$ cat src/rtl/interval_timer.sv
// Programmable interval timer: holds base/extended/yellow durations, prescales clk to a
// 1 s tick and counts the selected duration down. Optional pause input under `TIMER_PAUSE_EN.
module interval_timer #(
    parameter int TICK_DIV   = 100000000,
    parameter int VAL_W      = 4,
    parameter int T_BASE_DEF = 6,
    parameter int T_EXT_DEF  = 3,
    parameter int T_YEL_DEF  = 2
) (
    input  logic             clk,
    input  logic             rst_n,
    input  logic             start_timer,
    input  logic [2:0]       interval,
    input  logic             Prog_Sync,
    input  logic [1:0]       Time_Param_Sel,
    input  logic [VAL_W-1:0] Time_Value,
`ifdef TIMER_PAUSE_EN
    input  logic             pause,
`endif
    output logic             expired,
    output logic             busy,
    output logic [VAL_W:0]   remaining,
    output logic             one_hz_tick
);

    localparam int PW = (TICK_DIV > 1) ? $clog2(TICK_DIV) : 1;
    localparam logic [PW-1:0]    PRE_MAX  = PW'(TICK_DIV - 1);
    localparam logic [VAL_W-1:0] BASE_DEF = VAL_W'(T_BASE_DEF);
    localparam logic [VAL_W-1:0] EXT_DEF  = VAL_W'(T_EXT_DEF);
    localparam logic [VAL_W-1:0] YEL_DEF  = VAL_W'(T_YEL_DEF);

    typedef enum logic [1:0] {IDLE = 2'd0, COUNT = 2'd1, DONE = 2'd2} state_t;

    state_t           state, state_nx;
    logic [PW-1:0]    presc;
    logic [VAL_W-1:0] t_base, t_ext, t_yel;
    logic [VAL_W:0]   dur;
    logic             hold;
    logic             tick_now;

`ifdef TIMER_PAUSE_EN
    assign hold = pause;
`else
    assign hold = 1'b0;
`endif

    assign tick_now = (state == COUNT) && !hold && (presc == PRE_MAX);

    // Double base uses the extra bit of dur, so it never overflows.
    always_comb begin
        dur = {1'b0, t_base};
        case (interval)
            3'd1:    dur = {1'b0, t_ext};
            3'd2:    dur = {1'b0, t_yel};
            3'd3:    dur = {t_base, 1'b0};
            default: dur = {1'b0, t_base};
        endcase
    end

    always_ff @(posedge clk or negedge rst_n) begin
        if (!rst_n) state <= IDLE;
        else        state <= state_nx;
    end

    // Programming aborts everything; otherwise a start restarts from any state.
    always_comb begin
        state_nx = state;
        if (Prog_Sync) begin
            state_nx = IDLE;
        end else if (start_timer) begin
            state_nx = COUNT;
        end else begin
            case (state)
                COUNT:   if (tick_now && remaining <= (VAL_W+1)'(1)) state_nx = DONE;
                DONE:    state_nx = IDLE;
                default: state_nx = IDLE;
            endcase
        end
    end

    always_comb begin
        busy        = (state == COUNT);
        expired     = (state == DONE);
        one_hz_tick = tick_now;
    end

    always_ff @(posedge clk or negedge rst_n) begin
        if (!rst_n) begin
            presc     <= '0;
            remaining <= '0;
        end else if (Prog_Sync) begin
            presc     <= '0;
            remaining <= '0;
        end else if (start_timer) begin
            presc     <= '0;
            remaining <= dur;
        end else if (state == COUNT && !hold) begin
            if (tick_now) begin
                presc <= '0;
                if (remaining != '0) remaining <= remaining - 1'b1;
            end else begin
                presc <= presc + 1'b1;
            end
        end
    end

    // A zero value restores the slot default so no duration can ever be zero.
    always_ff @(posedge clk or negedge rst_n) begin
        if (!rst_n) begin
            t_base <= BASE_DEF;
            t_ext  <= EXT_DEF;
            t_yel  <= YEL_DEF;
        end else if (Prog_Sync) begin
            case (Time_Param_Sel)
                2'd0:    t_base <= (Time_Value == '0) ? BASE_DEF : Time_Value;
                2'd1:    t_ext  <= (Time_Value == '0) ? EXT_DEF  : Time_Value;
                2'd2:    t_yel  <= (Time_Value == '0) ? YEL_DEF  : Time_Value;
                default: ;
            endcase
        end
    end

endmodule

$ cat config.mk
export PLATFORM = sky130hd
export DESIGN_NAME = interval_timer
export DESIGN_NICKNAME = d
export VERILOG_FILES = /design/src/rtl/interval_timer.sv
export SDC_FILE = /design/constraint.sdc
export NUM_CORES = 1
export LEC_CHECK = 0
export ABC_CLOCK_PERIOD_IN_PS = 3200
export BUFFER_PORTS_ARGS = -buffer_cell sky130_fd_sc_hd__buf_2
export CAP_MARGIN = 40
export CORE_ASPECT_RATIO = 0.6
export CORE_MARGIN = 4
export CORE_UTILIZATION = 45
export CTS_CLUSTER_DIAMETER = 100
export DETAILED_ROUTE_END_ITERATION = 10
export HOLD_SLACK_MARGIN = 0.08
export PLACE_DENSITY = 0.66
export SLEW_MARGIN = 0
export SYNTH_ARGS = -nofsm -noshare
export SYNTH_HDL_FRONTEND = slang
export SYNTH_SLANG_ARGS = --single-unit
export TNS_END_PERCENT = 10
$ cat constraint.sdc
create_clock -name clk -period 3.2 [get_ports clk]
set_clock_uncertainty 0.2 [all_clocks]
set_input_delay 0.16 -clock clk [delete_from_list [all_inputs] [get_ports clk]]
set_output_delay 0.16 -clock clk [all_outputs]
set_load 0.03 [all_outputs]
# ---- Word-level counts from Yosys, hierarchy flattened
# Cells that the tools add are included.
dict set report totals {
  reg_bits 46
  latch_bits 0
  mem_bits_rw 0
  mem_bits_ro 0
  inputBits 13
  out_inout_bits 8
  mem_count 0
}
dict set report classes {
  n_addsub 2
  multipliers 0
  div 0
  order_cmp 1
  eq_ne 9
  n_shift 0
  muxes 17
  bitwise 0
  reduce_logical 12
}
# operator count
set ops {}
lappend ops {{2-to-1 mux 27 bit} 4}
lappend ops {{adder 27 x 1 -> 27 bit (second input constant)} 1}
lappend ops {{== test 27 bit (second input constant)} 1}
lappend ops {{2-to-1 mux 5 bit} 5}
lappend ops {{case mux 5 bit (3 select lines)} 1}
lappend ops {{2-to-1 mux 4 bit} 3}
lappend ops {{nonzero test 3 bit} 3}
lappend ops {{2-to-1 mux 2 bit} 4}
lappend ops {{== test 3 x 2 -> 1 bit (second input constant)} 2}
lappend ops {{AND reduction 2 bit} 3}
lappend ops {{less-or-equal comparator 5 x 1 -> 1 bit (second input constant)} 1}
lappend ops {{nonzero test 5 bit} 1}
lappend ops {{subtractor 5 x 1 -> 5 bit (second input constant)} 1}
lappend ops {{== test 2 x 1 -> 1 bit (second input constant)} 2}
lappend ops {{== test 2 bit (second input constant)} 2}
lappend ops {{zero test 4 bit} 1}
lappend ops {{!= test 4 x 3 -> 1 bit (second input constant)} 1}
lappend ops {{== test 3 x 1 -> 1 bit (second input constant)} 1}
lappend ops {{AND reduction 3 bit} 1}
lappend ops {{logical AND 1 bit} 2}
lappend ops {{zero test 2 bit} 1}

# ---- Logic depth before layout (Yosys ltp)
# Gate-level depths: netlist (run 1).
dict set report logic_depth {
  depth_word 7
  ltp_mapped 8
  ltp_nobuf 7
}

# ---- Least setup slack after synthesis (run 1)
# OpenSTA, ideal clock, no wires.
dict set report synth_timing {
  path_kind {register to register}
  from {register presc[0]}
  to {register remaining[4]}
  setup_ns 0.120
  arrival_time_ns 2.036
  required_time_ns 2.880
  path_slack_ns 0.843
  path_stages_with_launch 9
  n_path_buf 1
  period_less_slack_ns 2.357
  cell_sequence {dfrtp_1 ha_1 nand4_1 or4_4 or3_1 buf_6 clkinv_4 a31oi_1 a41o_1}
}
dict set report synth_via {
  elab_chain_len 4
}
# item line
set synth_rtl {}
lappend synth_rtl {{start, declared} 35} ;# logic [PW-1:0] presc;
lappend synth_rtl {{start signal, assigned} 102} ;# presc <= presc + 1'b1;
lappend synth_rtl {{== test 27 bit} 47} ;# assign tick_now = (state == COUNT) && !hold && (presc == PRE_MAX);
lappend synth_rtl {{logical AND 1 bit} 47}
lappend synth_rtl {{net one_hz_tick} 23} ;# output logic one_hz_tick
lappend synth_rtl {{nonzero test 3 bit (no source line)} -}
lappend synth_rtl {{AND reduction 3 bit (no source line)} -}
lappend synth_rtl {{end signal, assigned} 96} ;# remaining <= dur;
lappend synth_rtl {{end signal, assigned} 100} ;# if (remaining != '0) remaining <= remaining - 1'b1;
lappend synth_rtl {{end, declared} 22} ;# output logic [VAL_W:0] remaining,
# The timed path passes the listed nets, and every way through them passes these cells.
# A chain may end at the register's enable or synchronous reset.

# ---- Final worst setup path (run 1)
dict set report layout_timing {
  from {register presc[1]}
  to {register state[0]}
}
dict set report layout_via {
  elab_chain_len 4
}
# item line
set layout_rtl {}
lappend layout_rtl {{== test 27 bit} 47}
lappend layout_rtl {{logical AND 1 bit} 47}
lappend layout_rtl {{logical AND 1 bit} 74} ;# COUNT: if (tick_now && remaining <= (VAL_W+1)'(1)) state_nx = DONE;
lappend layout_rtl {{!= test 4 x 3 -> 1 bit (no source line)} -}
lappend layout_rtl {{end signal, assigned} 62} ;# else state <= state_nx;
lappend layout_rtl {{end, declared} 34} ;# state_t state, state_nx;
# No other way between the ends.

==> reports/results.txt, run 1 <==
Syn Area/Cell -> 9.47 um^2
initial antenna violation count -> 0
H-Tree Depth -> 2
PortBufs -> 20
post-synthesis net count -> 280
register share of total power -> 55.2%
fin util -> 56.0%
Max Freq -> 339 MHz
antenna diode instance count -> 0
Async SR Flop Fraction -> 100%
Leak -> 1.22 nW
FF-to-FF setup slack -> 250 ps
drt total wl -> 5.93 mm
Clock power frac -> 29.8%
grt total ovfl -> 0
core area -> 5200 um^2
Resized cells post-CTS -> 0
Power per Cell Area -> 409 nW/um^2
CTS root buffer -> clkbuf_8
Cell Area, Placed -> 2700 um^2
initial core utilization -> 48.0%
crit end category -> flop
Ys Warns -> 0
Inst Count DP -> 349
Net Sw Frac -> 28.3%
synthesized area -> 2500 um^2
Tcrit/Tclk final -> 92.2%
placed wire-length estimate -> 4.32 mm
main flop type after synthesis -> dfrtp_1
Post-synth EDFFs -> 0
drt wl/cell -> 16.0 um
Sink Count -> 46
total track usage -> 18.5%
Post-layout nets -> 319
min Tclk post-route -> 2950 ps
Arrival @ worst endpoint -> 2930 ps
Synth Area in Adders -> 1.50%
outcome -> complete, no violations
CTS Buffer Depth -> 2
CP max FO -> 6
WS Path Type -> flop to flop
layout cells sized above 1 -> 18.4%
post-synthesis compound-gate area fraction -> 11.5%
max-slew violations -> 0
internal power -> 0.855 mW
register area share after synthesis -> 46.3%
max cap viols -> 0
vias per cell -> 5.66
vias in the first global route -> 1926
Ports -> 21
VDD IR max -> 237 uV
Setup TNS -> 0 ps
RSZ-0062 raised after global routing -> false
mux cell area share after synthesis -> 4.35%
CTS Buf Count -> 5
later-pin clock latency in the skew report -> 300 ps
Routability Congestion -> 0.855
chip width -> 104 um
pre-CTS setup slack -> 708 ps
Finished Cell Area -> 2920 um^2
worst slew pin tran -> 593 ps
Comb pwr share -> 15.0%
largest family of logic cells by synthesized area -> simple AND/OR/NAND/NOR gates
Die ar. -> 6850 um^2
DRT iter0 DRCs -> 152
largest net degree at the start of global routing -> 31
Hold WC Path Type -> primary input to flop
setup violators final -> 0
Startpoint Class -> flop
drt pass-1 iters -> 4
cell count after synthesis -> 264
Seq cells post-synth -> 46
global-route wire length before repair -> 10.0 mm
Final WS setup -> 250 ps
post-synthesis simple-gate area fraction -> 26.7%
Area growth, synth to finish -> 16.6%
Rel. slew slack -> 60.1%
CP Data Required Time -> 3180 ps
P_sw -> 0.338 mW
Yosys cell types -> 49
CTS tree -> done
DRC -> 0
XOR/XNOR share of the synthesized area -> 7.36%
post-route ant nets -> 0
Vias -> 2095
Reg clk slew, reported paths -> 90 ps
Finished Layout Cells -> 370
Fin. Hold Viols -> 0
# rows -> 20
Die Y -> 65.7 um
==> cell usage after synthesis (2+ instances only) <==
library cell  instances  share of area, %
or3_1                 6               1.5
a31oi_1               2              0.50
nor4_1                3              0.75
dfstp_2               5               5.3
o21ai_1               2              0.40
nor3b_1               2              0.60
clkbuf_1              2              0.30
o21ai_0              10               2.0
nand4_1              13               3.3
a211oi_1              3              0.90
nand3b_1              2              0.60
nand3_1              14               2.8
mux2i_1               3               1.2
mux2_2                7               3.2
a31o_2                2              0.70
buf_2                 3              0.60
xor2_1               17               6.0
nor2b_1               4               1.0
and3_1                3              0.75
or2_2                 3              0.75
nand2b_1              3              0.75
o221ai_1              2              0.70
nor3_1               10               2.0
ha_1                  3               1.5
xnor2_1               4               1.4
dfrtp_1              41                41
inv_1                 4              0.60
nor2_1               38               5.7
nand2_1              19               2.9
a21oi_1              15               3.0
==> final timing paths <==
| path | from | end | cells after the start |
|---|---|---|---|
| min in group asynchronous | rst_n | presc[18] | 2 |
| setup reg to reg | presc[1] | state[0] | 7 |
| hold / removal | interval[0] | remaining[4] | 2 |
| setup / recovery | presc[1] | state[0] | 7 |
| max in group asynchronous | rst_n | t_ext[0] | 3 |
| hold reg to reg | t_ext[0] | t_ext[0] | 2 |
==> area by class of cell <==
class	instances	area (um^2)
fillers	495	2290
multi-input cells	207	1280
flip-flops and latches	46	1160
repair buffers	38	280
well taps	66	82.6
clock buffers	6	72.6
inverters	5	23.8
clock inverters	2	13.8
==> per-layer routing <==
metal | GRT usage [%] | up-vias | share of wire [%] | wire [um]
li1 | - | 1030 | - | -
met1 | 30.3 | 1007 | 56 | 3310
met2 | 23.9 | 56 | 37 | 2220
met3 | 4.91 | 2 | 6.4 | 381
met4 | 2.99 | 0 | 0.35 | 21
met5 | 0 | - | 0 | 0
==> registers in the layout, summed over array words and instances (netlist names) <==
name       flops
state          2
t_base         4
remaining      5
presc         27
t_yel          4
t_ext          4
==> logic make-up after synthesis <==
family / after synthesis
simple gates: 129
xor+xnor: 21
compound gates: 44
buf+inv: 11
flops: 46
mux: 10
fa+ha+maj: 3
==> cell usage in the layout, fill, tap and decap left out, types with 3 or more instances in the layout <==
| cell type | instances |
|---|---|
| dfrtp_1 | 41 |
| nor2_1 | 38 |
| buf_2 | 20 |
| nand2_1 | 19 |
| xor2_1 | 17 |
| a21oi_1 | 15 |
| nand3_1 | 14 |
| nand4_1 | 13 |
| dlygate4sd3_1 | 13 |
| nor3_1 | 10 |
| o21ai_0 | 10 |
| mux2_2 | 7 |
| or3_1 | 6 |
| clkbuf_8 | 5 |
| dfstp_2 | 5 |
| inv_1 | 4 |
| nor2b_1 | 4 |
| xnor2_1 | 4 |
| buf_4 | 4 |
| nand2b_1 | 3 |
| nor4_1 | 3 |
| and3_1 | 3 |
| or2_2 | 3 |
| a211oi_1 | 3 |
| mux2i_1 | 3 |
| ha_1 | 3 |
==> worst max-delay path, stage by stage (launching register included) <==
cell and delay (ps):
dfrtp_1 410, ha_1 220, nand4_1 150, or4_4 550
or3_1 460, o21ai_1 190, a21oi_1 80, dlygate4sd3_1 560
==> power by group through the flow <==
stage | Combinational, mW | Sequential [mW] | Clock (mW)
final | 0.179 | 0.658 | 0.356
after global routing | 0.200 | 0.663 | 0.397
after CTS | 0.179 | 0.656 | 0.367
after detailed placement | 0.164 | 0.668 | 0
after global placement | 0.160 | 0.667 | 0
after floorplan | 0.0972 | 0.666 | 0
==> through the flow <==
step	total power, mW	hold slack [ps]
after floorplan	0.763	-336
after global placement	0.827	212
after detailed placement	0.832	-74.4
after CTS	1.20	83.7
after global routing	1.26	97.8
final	1.19	98.7
==> what timing repair did <==
item                                   4_1_cts  5_1_grt
endpoints found under the hold margin       54        0
hold buffers                                13        0
buffers inserted                             0        0
No activity file was read; power rests on OpenSTA's default activity.
==> run 2: changes to the inputs <==
--- a/config.mk
+++ b/config.mk
@@ -6,14 +6,12 @@
 export NUM_CORES = 1
 export LEC_CHECK = 0
 export ABC_CLOCK_PERIOD_IN_PS = 3200
-export BUFFER_PORTS_ARGS = -buffer_cell sky130_fd_sc_hd__buf_2
+export BUFFER_PORTS_ARGS = -buffer_cell sky130_fd_sc_hd__buf_4
 export CAP_MARGIN = 40
 export CORE_ASPECT_RATIO = 0.6
-export CORE_MARGIN = 4
 export CORE_UTILIZATION = 45
 export CTS_CLUSTER_DIAMETER = 100
 export DETAILED_ROUTE_END_ITERATION = 10
-export HOLD_SLACK_MARGIN = 0.08
 export PLACE_DENSITY = 0.66
 export SLEW_MARGIN = 0
 export SYNTH_ARGS = -nofsm -noshare
==> reports/results.txt, run 2 (synthesis results as in run 1) <==
outcome -> complete, no violations (unchanged)
Most flops, register -> presc (unchanged)
top flop regs -> presc x27, remaining x5 (unchanged)
total track usage -> 22.4% (was 18.5%)
max cap viols -> 0 (unchanged)
CP Data Required Time -> 3200 ps (was 3180 ps)
drt pass-1 iters -> 7 (was 4)
r2r endpoint -> state[0] (unchanged)
max reg flops -> 27 (unchanged)
Finished Layout Cells -> 367 (was 370)
chip width -> 98.2 um (was 104 um)
setup violators final -> 0 (unchanged)
fin util -> 56.3% (was 56.0%)
Setup TNS -> 0 ps (unchanged)
fill cell count -> 481 (was 495)
CP max FO -> 6 (unchanged)
Setup Buffers After CTS -> 0 (unchanged)
CTS Buf Count -> 5 (unchanged)
sequential cell area -> 1160 um^2 (unchanged)
Ports -> 21 (unchanged)
Startpoint Class -> flop (unchanged)
post-route ant nets -> 0 (unchanged)
drt total wl -> 5.85 mm (was 5.93 mm)
Max Freq -> 334 MHz (was 339 MHz)
worst slew pin tran -> 728 ps (was 593 ps)
initial core utilization -> 48.0% (unchanged)
Routability Congestion -> 0.783 (was 0.855)
H-Tree Depth -> 2 (unchanged)
Vias -> 2074 (was 2095)
vias in the first global route -> 1903 (was 1926)
Post-layout nets -> 316 (was 319)
hold path start -> interval[0] (unchanged)
layout cells sized above 1 -> 18.6% (was 18.4%)
Arrival @ worst endpoint -> 2990 ps (was 2930 ps)
core area -> 5200 um^2 (unchanged)
antenna diode instance count -> 0 (unchanged)
Hold Crit Depth -> 2 (unchanged)
placed wire-length estimate -> 4.11 mm (was 4.32 mm)
# rows -> 20 (unchanged)
Multi-input gate area -> 1280 um^2 (unchanged)
commonest non-fill, non-tap cell in the layout -> dfrtp_1 (unchanged)
Tcrit/Tclk final -> 93.6% (was 92.2%)
global-route wire length before repair -> 9.80 mm (was 10.0 mm)
end of the critical path -> state[0] (unchanged)
Area growth, synth to finish -> 17.3% (was 16.6%)
worst setup path start -> presc[0] (was presc[1])
drt wl/cell -> 15.9 um (was 16.0 um)
min Tclk post-route -> 3000 ps (was 2950 ps)
Hold WC Path Type -> primary input to flop (unchanged)
Leak -> 1.21 nW (was 1.22 nW)
initial antenna violation count -> 0 (unchanged)
Die ar. -> 5870 um^2 (was 6850 um^2)
r2r worst-path depth -> 7 (unchanged)
Rel. slew slack -> 51.4% (was 60.1%)
CTS Buffer Depth -> 2 (unchanged)
RSZ-0062 raised after global routing -> false (unchanged)
reg-to-reg startpoint -> presc[0] (was presc[1])
CTS root buffer -> clkbuf_8 (unchanged)
DRC -> 0 (unchanged)
VDD IR max -> 343 uV (was 237 uV)
FF-to-FF setup slack -> 200 ps (was 250 ps)
commonest cells after routing, fill and taps aside -> dfrtp_1, nor2_1, buf_4, nand2_1, xor2_1 (was dfrtp_1, nor2_1, buf_2, nand2_1, xor2_1)
DRT iter0 DRCs -> 158 (was 152)
crit end category -> flop (unchanged)
vias per cell -> 5.65 (was 5.66)
CTS tree -> done (unchanged)
later-pin clock latency in the skew report -> 310 ps (was 300 ps)
largest net degree at the start of global routing -> 47 (was 31)
Inst Count DP -> 348 (was 349)
PortBufs -> 20 (unchanged)
WS Path Type -> flop to flop (unchanged)
max-slew violations -> 0 (unchanged)
Reg clk slew, reported paths -> 100 ps (was 90 ps)
Fin. Hold Viols -> 0 (unchanged)
Die Y -> 59.7 um (was 65.7 um)
Sink Count -> 46 (unchanged)
grt total ovfl -> 0 (unchanged)
Power per Cell Area -> 416 nW/um^2 (was 409 nW/um^2)
## run 2: how the worst min path moves through the flow
stage                   end  slack, ps
2_1_floorplan      presc[0]       -340
3_3_place_gp   remaining[3]          7
3_5_place_dp   remaining[3]          6
4_1_cts        remaining[4]          5
5_1_grt        remaining[4]         20
6_report       remaining[4]          3
## run 2: layer usage
layer | GRT usage, % | vias up | share of wire [%]
met2 | 31.4 | 53 | 38
met3 | 4.80 | 6 | 5.8
met4 | 7.04 | 0 | 1.1
met5 | 0 | - | 0
li1 | - | 1022 | -
met1 | 34.4 | 993 | 55
## run 2: critical path, cell delays in order, from the launching register on
cell,delay (ps)
dfrtp_1,430
ha_1,210
nand4_1,180
or4_4,560
or3_1,450
o21ai_1,190
a21oi_1,90
dlygate4sd3_1,570
## run 2: metrics by stage
stage	setup WS (ps)	power, mW	area (um^2)	hold slack, ps
after global routing	79.3	1.28	2930	15.3
final	204	1.22	2930	3.14
after floorplan	843	0.763	2500	-336
after CTS	231	1.23	2930	4.54
after global placement	762	0.833	2730	7.21
after detailed placement	652	0.835	2730	6.37
## run 2: power breakdown
| group | leakage (nW) | switching, mW | internal, mW |
|---|---|---|---|
| Sequential | 0.605 | 0.0337 | 0.624 |
| Clock | 0.0447 | 0.223 | 0.158 |
| Combinational | 0.559 | 0.101 | 0.0812 |
## run 2: cell type report
cell class,instances,area share [%]
clock buffer,5,2.35
clock inverter,3,0.853
inverter,5,0.811
multi-input combinational,207,43.8
sequential,46,39.5
tap,66,2.82
timing repair buffer,35,9.90
## run 2: timing repair
action / in CTS / in global routing
hold endpoints to repair: 54 / 0
setup endpoints to repair: 0 / 0
resized for setup: 0 / 0
hold buffers: 11 / 0
==> run 3: changes to the inputs <==
--- a/config.mk
+++ b/config.mk
@@ -8,7 +8,7 @@
 export ABC_CLOCK_PERIOD_IN_PS = 3200
 export BUFFER_PORTS_ARGS = -buffer_cell sky130_fd_sc_hd__buf_4
 export CAP_MARGIN = 40
-export CORE_ASPECT_RATIO = 0.6
+export CORE_ASPECT_RATIO = 1.2
 export CORE_UTILIZATION = 45
 export CTS_CLUSTER_DIAMETER = 100
 export DETAILED_ROUTE_END_ITERATION = 10
==> reports/results.txt, run 3 (synthesis results as in run 1) <==
drt wl/cell -> 15.0 um (was 15.9 um)
vias in the first global route -> 1972 (was 1903)
placed wire-length estimate -> 3.75 mm (was 4.11 mm)
RSZ-0062 raised after global routing -> false (unchanged)
WS Path Type -> flop to flop (unchanged)
Post-layout nets -> 315 (was 316)
vias per cell -> 5.64 (was 5.65)
Leak -> 1.22 nW (was 1.21 nW)
Arrival @ worst endpoint -> 2870 ps (was 2990 ps)
worst path cell trace -> ha_1 -> nand4_1 -> or4_4 -> or3_1 -> o21ai_1 -> a21oi_1 -> dlygate4sd3_1 (unchanged)
Most flops, register -> presc (unchanged)
Sink Count -> 46 (unchanged)
Power per Cell Area -> 434 nW/um^2 (was 416 nW/um^2)
CP Data Required Time -> 3180 ps (was 3200 ps)
Hold WC Path Type -> primary input to flop (unchanged)
DRC -> 0 (unchanged)
Routability Congestion -> 0.784 (was 0.783)
total track usage -> 20.4% (was 22.4%)
setup violators final -> 0 (unchanged)
crit end category -> flop (unchanged)
pre-CTS setup slack -> 736 ps (was 652 ps)
CTS Buf Count -> 5 (unchanged)
# rows -> 29 (was 20)
drt pass-1 iters -> 5 (was 7)
worst slew pin tran -> 700 ps (was 728 ps)
max-slew violations -> 0 (unchanged)
FF-to-FF setup slack -> 310 ps (was 200 ps)
commonest non-fill, non-tap cell in the layout -> dfrtp_1 (unchanged)
commonest cells after routing, fill and taps aside -> dfrtp_1, nor2_1, buf_4, nand2_1, xor2_1 (unchanged)
layout cells sized above 1 -> 18.0% (was 18.6%)
post-route ant nets -> 0 (unchanged)
Vias -> 2042 (was 2074)
min Tclk post-route -> 2890 ps (was 3000 ps)
CTS root buffer -> clkbuf_8 (unchanged)
initial core utilization -> 46.9% (was 48.0%)
VDD IR max -> 217 uV (was 343 uV)
Fin. Hold Viols -> 0 (unchanged)
Rel. slew slack -> 53.2% (was 51.4%)
CP max FO -> 6 (unchanged)
fin util -> 55.2% (was 56.3%)
largest net degree at the start of global routing -> 47 (unchanged)
CTS tree -> done (unchanged)
DRT iter0 DRCs -> 140 (was 158)
CTS Buffer Depth -> 2 (unchanged)
drt total wl -> 5.41 mm (was 5.85 mm)
Reg clk slew, reported paths -> 80 ps (was 100 ps)
Tcrit/Tclk final -> 90.4% (was 93.6%)
max reg flops -> 27 (unchanged)
later-pin clock latency in the skew report -> 300 ps (was 310 ps)
global-route wire length before repair -> 9.52 mm (was 9.80 mm)
outcome -> complete, no violations (unchanged)
Startpoint Class -> flop (unchanged)
initial antenna violation count -> 0 (unchanged)
H-Tree Depth -> 2 (unchanged)
Area growth, synth to finish -> 17.7% (was 17.3%)
Max Freq -> 346 MHz (was 334 MHz)
max cap viols -> 0 (unchanged)
chip width -> 70.0 um (was 98.2 um)
Die ar. -> 5860 um^2 (was 5870 um^2)
CP peak stage delay -> 540 ps (was 570 ps)
Setup Buffers After CTS -> 0 (unchanged)
fill cell count -> 489 (was 481)
Final WS setup -> 308 ps (was 204 ps)
PortBufs -> 20 (unchanged)
grt total ovfl -> 0 (unchanged)
core area -> 5330 um^2 (was 5200 um^2)
Die Y -> 83.6 um (was 59.7 um)
Ports -> 21 (unchanged)
Setup TNS -> 0 ps (unchanged)
Critical Path Slowest Stage Cell -> or4_4 (was dlygate4sd3_1)
antenna diode instance count -> 0 (unchanged)
top flop regs -> presc x27, remaining x5 (unchanged)
## run 3: timing repair
item | 4_1_cts | 5_1_grt
gates resized for setup | 0 | 0
hold buffers | 11 | 0
endpoints found under the hold margin | 55 | 0
## run 3: worst paths after layout
kind | startpoint | end | depth (start not counted)
worst min register to register | t_ext[0] | t_ext[0] | 2
worst max-delay path | presc[0] | state[0] | 7
worst min-delay path | interval[2] | remaining[0] | 3
max in group asynchronous | rst_n | presc[17] | 2
min in group asynchronous | rst_n | remaining[4] | 2
worst max register to register | presc[0] | state[0] | 7
## run 3: area by class of cell
type                    instances  area [um^2]  area share (%)
repair buffers                 34          283            9.61
clock buffers                   7         86.3            2.93
flip-flops and latches         46         1160            39.3
inverters                       5         23.8           0.808
clock inverters                 1         30.0            1.02
well taps                      62         77.6            2.64
multi-input cells             207         1280            43.7
## run 3: routing by layer
| metal | share of wire [%] | GRT usage (%) | routed length (um) | vias up |
|---|---|---|---|---|
| met5 | 0 | 0 | 0 | - |
| met3 | 2.5 | 3.99 | 136 | 10 |
| met1 | 47 | 28.0 | 2570 | 990 |
| met2 | 48 | 31.6 | 2590 | 29 |
| met4 | 2.2 | 8.36 | 118 | 0 |
| li1 | - | - | - | 1013 |
## run 3: through the flow
step	hold slack (ps)	instance area [um^2]	std cells	power, mW
2_1_floorplan	-336	2500	264	0.763
3_3_place_gp	-0.658	2720	343	0.829
3_5_place_dp	6.63	2720	343	0.832
4_1_cts	48.7	2940	362	1.29
5_1_grt	87.9	2940	362	1.34
6_report	48.1	2940	362	1.28
## run 3: critical path: cells and delay by family, from the launching register on
family | cells | cell delay (ps)
compound gates | 2 | 250
fa+ha+maj | 1 | 210
buf+inv | 1 | 540
flops | 1 | 420
simple gates | 3 | 1160
## run 3: power by group
group / internal (mW) / switching, mW
clock: 0.255 / 0.193
sequential: 0.624 / 0.0296
combinational: 0.0790 / 0.0979
